<file path="src/rtl/instr_sequencer.sv">
// instr_sequencer: multi-cycle control sequencer for a LEGv8 subset
// (ADDI, ADDS, SUBS, LDUR, STUR). It accepts one instruction word from a
// valid/ready requester, decodes it on the accept edge, walks the
// DECODE/EXEC/[MEM]/WB states and drives registered datapath controls,
// register and immediate fields, done/illegal pulses and a retired counter.
module instr_sequencer #(
    parameter int COUNT_W = 16
) (
    input  logic               clk,
    input  logic               reset,
    input  logic               instr_valid,
    input  logic [31:0]        instr,
    output logic               instr_ready,
    output logic               reg2Loc,
    output logic               regWrite,
    output logic               memWrite,
    output logic               flagEn,
    output logic [1:0]         aluSrc,
    output logic [1:0]         memToReg,
    output logic [2:0]         aluOp,
    output logic [4:0]         Rd,
    output logic [4:0]         Rm,
    output logic [4:0]         Rn,
    output logic [8:0]         Imm9,
    output logic [11:0]        Imm12,
    output logic               done,
    output logic               illegal,
    output logic [COUNT_W-1:0] retired_count
);

    typedef enum logic [2:0] {
        S_IDLE,
        S_DECODE,
        S_EXEC,
        S_MEM,
        S_WB
    } state_e;

    typedef enum logic [2:0] {
        OP_NONE,
        OP_ADDI,
        OP_ADDS,
        OP_SUBS,
        OP_LDUR,
        OP_STUR
    } op_e;

    // Mux selects and ALU operation, held constant for a whole instruction.
    typedef struct packed {
        logic       reg2loc;
        logic [1:0] alu_src;
        logic [1:0] mem_to_reg;
        logic [2:0] alu_op;
    } sel_t;

    localparam logic [2:0] ALU_ADD = 3'b010;
    localparam logic [2:0] ALU_SUB = 3'b011;

    state_e             state_q;
    op_e                op_q;
    op_e                op_d;
    sel_t               sel_q;
    sel_t               sel_d;
    logic [21:0]        field_q;     // only bits [21:0] carry register/immediate fields
    logic               reg_write_q;
    logic               mem_write_q;
    logic               flag_en_q;
    logic               done_q;
    logic               illegal_q;
    logic [COUNT_W-1:0] count_q;
    logic               accept;
    logic               is_mem_op;

    // Classify the word on the input bus so its controls are registered on the accept edge.
    always_comb begin
        // NOTE: every signal written here gets a default first, so no path leaves it unassigned and no latch is inferred.
        op_d  = OP_NONE;
        sel_d = '0;
        if (instr[31:22] == 10'b1001000100) begin
            op_d = OP_ADDI;
        end else if (instr[31:21] == 11'b10101011000) begin
            op_d = OP_ADDS;
        end else if (instr[31:21] == 11'b11101011000) begin
            op_d = OP_SUBS;
        end else if (instr[31:21] == 11'b11111000010) begin
            op_d = OP_LDUR;
        end else if (instr[31:21] == 11'b11111000000) begin
            op_d = OP_STUR;
        end
        case (op_d)
            OP_ADDI: begin
                sel_d.alu_src = 2'b10;
                sel_d.alu_op  = ALU_ADD;
            end
            OP_ADDS: begin
                sel_d.reg2loc = 1'b1;
                sel_d.alu_op  = ALU_ADD;
            end
            OP_SUBS: begin
                sel_d.reg2loc = 1'b1;
                sel_d.alu_op  = ALU_SUB;
            end
            OP_LDUR: begin
                sel_d.alu_src    = 2'b01;
                sel_d.mem_to_reg = 2'b01;
                sel_d.alu_op     = ALU_ADD;
            end
            OP_STUR: begin
                sel_d.alu_src = 2'b01;
                sel_d.alu_op  = ALU_ADD;
            end
            default: sel_d = '0;
        endcase
    end

    // Ready only in IDLE and never while reset is held low.
    assign instr_ready = (state_q == S_IDLE) && reset;
    assign accept      = instr_valid && instr_ready;
    assign is_mem_op   = (op_q == OP_LDUR) || (op_q == OP_STUR);

    // Sequencer FSM: state, latched fields, registered strobes and retired counter.
    always_ff @(posedge clk or negedge reset) begin
        if (!reset) begin
            // NOTE: the asynchronous clear drops every strobe at once, so a write pending in MEM is simply abandoned.
            state_q     <= S_IDLE;
            op_q        <= OP_NONE;
            sel_q       <= '0;
            field_q     <= '0;
            reg_write_q <= 1'b0;
            mem_write_q <= 1'b0;
            flag_en_q   <= 1'b0;
            done_q      <= 1'b0;
            illegal_q   <= 1'b0;
            count_q     <= '0;
        end else begin
            // NOTE: non-blocking assignments only; pulses default low here and a later assignment below wins.
            reg_write_q <= 1'b0;
            mem_write_q <= 1'b0;
            flag_en_q   <= 1'b0;
            done_q      <= 1'b0;
            illegal_q   <= 1'b0;
            unique case (state_q)
                S_IDLE: begin
                    if (accept) begin
                        state_q   <= S_DECODE;
                        op_q      <= op_d;
                        sel_q     <= sel_d;
                        field_q   <= instr[21:0];
                        illegal_q <= (op_d == OP_NONE);
                    end
                end
                S_DECODE: begin
                    if (op_q == OP_NONE) begin
                        state_q <= S_IDLE;
                        op_q    <= OP_NONE;
                        sel_q   <= '0;
                        field_q <= '0;
                    end else begin
                        state_q <= S_EXEC;
                    end
                end
                S_EXEC: begin
                    if (is_mem_op) begin
                        state_q     <= S_MEM;
                        mem_write_q <= (op_q == OP_STUR);
                    end else begin
                        state_q     <= S_WB;
                        done_q      <= 1'b1;
                        reg_write_q <= 1'b1;
                        flag_en_q   <= 1'b1;
                        count_q     <= count_q + COUNT_W'(1);
                    end
                end
                S_MEM: begin
                    state_q     <= S_WB;
                    done_q      <= 1'b1;
                    reg_write_q <= (op_q == OP_LDUR);
                    count_q     <= count_q + COUNT_W'(1);
                end
                S_WB: begin
                    state_q <= S_IDLE;
                    op_q    <= OP_NONE;
                    sel_q   <= '0;
                    field_q <= '0;
                end
                default: state_q <= S_IDLE;
            endcase
        end
    end

    assign reg2Loc       = sel_q.reg2loc;
    assign aluSrc        = sel_q.alu_src;
    assign memToReg      = sel_q.mem_to_reg;
    assign aluOp         = sel_q.alu_op;
    assign regWrite      = reg_write_q;
    assign memWrite      = mem_write_q;
    // EXEC raises flag_en_q for every ALU op; only ADDS/SUBS may update flags.
    assign flagEn        = flag_en_q && sel_q.reg2loc;
    assign done          = done_q;
    assign illegal       = illegal_q;
    assign Rd            = field_q[4:0];
    assign Rn            = field_q[9:5];
    assign Rm            = field_q[20:16];
    assign Imm9          = field_q[20:12];
    assign Imm12         = field_q[21:10];
    assign retired_count = count_q;

endmodule

</file>
<file path="config.mk">
export PLATFORM = sky130hd
export DESIGN_NAME = instr_sequencer
export DESIGN_NICKNAME = d
export VERILOG_FILES = /design/src/rtl/instr_sequencer.sv
export SDC_FILE = /design/constraint.sdc
export NUM_CORES = 1
export LEC_CHECK = 0
export CORE_ASPECT_RATIO = 1.2
export CORE_MARGIN = 5
export CORE_UTILIZATION = 40
export CTS_CLUSTER_SIZE = 12
export DETAILED_ROUTE_END_ITERATION = 8
export PLACE_DENSITY_LB_ADDON = 0.12
export REMOVE_ABC_BUFFERS = 1
export SKIP_LAST_GASP = 1
export SYNTH_ARGS = -nofsm -noshare
export SYNTH_HDL_FRONTEND = slang
export SYNTH_SLANG_ARGS = --single-unit
</file>
<file path="constraint.sdc">
create_clock -name clk -period 2.4 [get_ports clk]
set_input_delay 0.36 -clock clk [delete_from_list [all_inputs] [get_ports clk]]
set_output_delay 0.36 -clock clk [all_outputs]
set_load 0.005 [all_outputs]
</file>
==> load_flow_metrics.sql <==
INSERT INTO impl_metrics (metric_group, metric, value, unit) VALUES
('status', 'status', 'finished, final reports clean', ''),
('final_layout', 'area_growth_syn_to_layout', '43.8', '%'),
('final_layout', 'stdcell_area', '3590', 'um2'),
('logic_synthesis', 'synth.cell_area', '2500', 'um2'),
('timing', 'min_period_over_period', '89.6', '%'),
('critical_path', 'critPathMaxFanout', '8', ''),
('logic_synthesis', 'ys_warns', '0', ''),
('timing', 'clock_skew', '0.00515', 'ns'),
('timing', 'hold_violations_final', '0', ''),
('critical_path', 'ff2ff_setup_slack', '0.30', 'ns'),
('floorplan', 'initial_utilization', '41.3', '%'),
('clock_tree', 'numClockSinks', '55', ''),
('timing', 'final_max_slew_viol_count', '0', ''),
('logic_synthesis', 'yosysTopAreaCellShare', '55.1', '%'),
('grt', 'via_count_of_the_first_global_routing_pass', '2079', ''),
('critical_path', 'timing.critical_path.required', '2.04', 'ns'),
('grt', 'grt_pass1_wl', '9940', 'um'),
('clock_tree', 'tritoncts', 'yes', ''),
('logic_synthesis', 'synth_most_common_cell', 'sky130_fd_sc_hd__dfrtp_1', ''),
('critical_path', 'cp_slowest_stage_delay', '0.50', 'ns'),
('critical_path', 'delay_heaviest_family_cp', 'buffers and inverters', ''),
('pwr', 'static-leakage-power', '1.61', 'nW'),
('clock_tree', 'clock_latency', '0.30', 'ns'),
('routing', 'routed_wirelength', '6090', 'um'),
('clock_tree', 'clk_transition_reported_paths', '0.09', 'ns'),
('placed_design', 'place_worst_setup_slack', '0.297', 'ns'),
('routing', 'drt-initial-drc-count', '115', ''),
('timing', 'finalSetupViolCount', '0', ''),
('placed_design', 'gp_routability_congestion', '0.736', ''),
('floorplan', 'io_pins', '101', ''),
('routing', 'dr_total_vias', '2029', ''),
('critical_path', 'worst_r2r_path_depth', '4', ''),
('routing', 'vias_per_cell', '5.03', ''),
('logic_synthesis', 'synth_top_flop_cell', 'sky130_fd_sc_hd__dfrtp_1', ''),
('timing', 'fin_ws', '0.250', 'ns'),
('logic_synthesis', 'post_synth_inst_count', '234', ''),
('routing', 'route.detailed.drc', '0', ''),
('routing', 'detailed_routing_iteration_count_for_the_pre_antenna_repair_pass', '4', ''),
('floorplan', 'fp.dieW', '82.2', 'um'),
('clock_tree', 'clock_tree_buffer_depth', '2', ''),
('final_layout', 'share_of_layout_cells_above_drive_strength_1', '5.92', '%'),
('critical_path', 'worst-path-buf-inv', '2', ''),
('final_layout', 'nFillCells', '555', ''),
('pwr', 'maximum_resistive_drop_on_vdd', '0.284', 'mV'),
('final_layout', 'antenna_cells', '0', ''),
('logic_synthesis', 'yosys_register_bits', '55', ''),
('pwr', 'power_density', '573', 'nW/um2'),
('timing', 'grt_setup_unrepaired', 'no', ''),
('routing', 'count_of_nets_left_with_antenna_violations_after_detail_routing', '0', ''),
('critical_path', 'r2r_path_start', 'state_q[2]', ''),
('run', 'max-cap-violations', '0', ''),
('grt', 'gr-total-overflow', '0', ''),
('critical_path', 'worst-endpoint-arrival', '1.79', 'ns'),
('clock_tree', 'post_cts_resized', '0', ''),
('floorplan', 'die_area', '7940', 'um2'),
('placed_design', 'numPlacedInstances', '394', ''),
('clock_tree', 'cts_max_level', '2', ''),
('logic_synthesis', 'synth_top_cells_by_count', 'sky130_fd_sc_hd__dfrtp_1 (55), sky130_fd_sc_hd__o21ai_0 (33), sky130_fd_sc_hd__nand2_1 (25), sky130_fd_sc_hd__buf_4 (17), sky130_fd_sc_hd__a22o_1 (11)', ''),
('final_layout', 'finish.cell_count_without_fillers', '403', ''),
('logic_synthesis', 'yosysSeqAreaShare', '55.1', '%'),
('grt', 'grt_max_degree', '47', ''),
('routing', 'wire_per_inst', '15.1', 'um'),
('clock_tree', 'root_buffer_cell', 'sky130_fd_sc_hd__clkbuf_8', ''),
('floorplan', 'fp-row-count', '31', ''),
('logic_synthesis', 'synth-edff-count', '0', ''),
('logic_synthesis', 'synth_area_leaders', 'sky130_fd_sc_hd__dfrtp_1 (55%), sky130_fd_sc_hd__o21ai_0 (6.6%), sky130_fd_sc_hd__buf_4 (5.1%), sky130_fd_sc_hd__a22o_1 (3.9%), sky130_fd_sc_hd__nand2_1 (3.8%)', ''),
('floorplan', 'floorplan.core_area', '6050', 'um2'),
('grt', 'antenna_found_initial', '0', ''),
('critical_path', 'cp_cell_sequence', 'nor4b_1 -> buf_4 -> clkdlybuf4s50_1', ''),
('timing', 'slew_headroom', '60.6', '%'),
('critical_path', 'end_kind', 'output port', '');
==> metrics by stage <==
step	util [%]	power (mW)	hold slack (ns)
after global placement	57.1	1.38	0.255
after floorplan	-	1.11	0.0644
after detailed placement	57.1	1.38	0.256
final	59.4	2.06	0.218
after CTS	59.4	2.10	0.238
after global routing	59.4	2.17	0.277
==> how the worst max path moves through the flow <==
stage	startpoint	endpoint	slack, ns	cells past startpoint
2_1_floorplan	state_q[2]	aluOp[0]	0.47	4
3_3_place_gp	instr_valid	aluOp[0]	0.32	5
3_5_place_dp	state_q[2]	aluOp[0]	0.30	4
4_1_cts	state_q[0]	instr_ready	0.22	3
5_1_grt	state_q[0]	instr_ready	0.15	3
6_report	state_q[0]	instr_ready	0.25	3
==> layout by cell type (no fill, tap or decap), drive strengths merged, types with 3 or more instances in the layout <==
master,netlist,layout
o21ai,35,35
nand2,25,25
nand3,3,3
buf,19,7
nor2,5,5
a22o,11,11
nand2b,5,5
nor3b,4,4
nor4b,4,4
mux2,3,3
dfrtp,55,55
nor2b,3,3
clkdlybuf4s50,0,97
nand4,4,4
a21o,4,4
and3,6,6
clkbuf,8,6
xor2,7,7
xnor2,9,9
nor3,4,4
and2,4,4
==> power by group <==
group	switching (mW)	leakage, nW	total, mW	internal [mW]
registers	0.0352	0.740	1.01	0.975
clock network	0.282	0.0654	0.698	0.417
logic	0.125	0.804	0.350	0.225
total	0.442	1.61	2.06	1.62
==> per-layer routing <==
| metal | global-route usage (%) | up-vias | routed length (um) |
|---|---|---|---|
| met3 | 3.81 | 2 | 383 |
| met5 | 0 | - | 0 |
| li1 | - | 969 | - |
| met2 | 26.3 | 58 | 3040 |
| met1 | 20.0 | 1000 | 2640 |
| met4 | 3.84 | 0 | 22 |
==> cell families after synthesis <==
logic type,synth area share [%]
fa+ha+maj,0.500
flops,55.1
mux,1.50
xor+xnor,5.61
buf+inv,7.16
other cells,0.150
compound gates,13.9
simple gates,16.2
==> flip-flops by register name, indices dropped and copies added (netlist names) <==
| register | cells |
|---|---|
| field_q | 22 |
| retired_count | 16 |
| done | 1 |
| illegal | 1 |
| flag_en_q | 1 |
| state_q | 3 |
| regWrite | 1 |
| aluSrc | 2 |
| memToReg | 1 |
| memWrite | 1 |
| op_q | 3 |
| reg2Loc | 1 |
| aluOp | 2 |
==> cell type report <==
cell class | count | area, um2 | area share [%]
clock buffer | 6 | 72.6 | 2.02
clock inverter | 2 | 60.1 | 1.67
inverter | 1 | 3.75 | 0.104
multi-input combinational | 152 | 948 | 26.4
sequential | 55 | 1380 | 38.3
tap | 82 | 103 | 2.85
timing repair buffer | 105 | 1030 | 28.7
(Power assumes the default switching activity.)
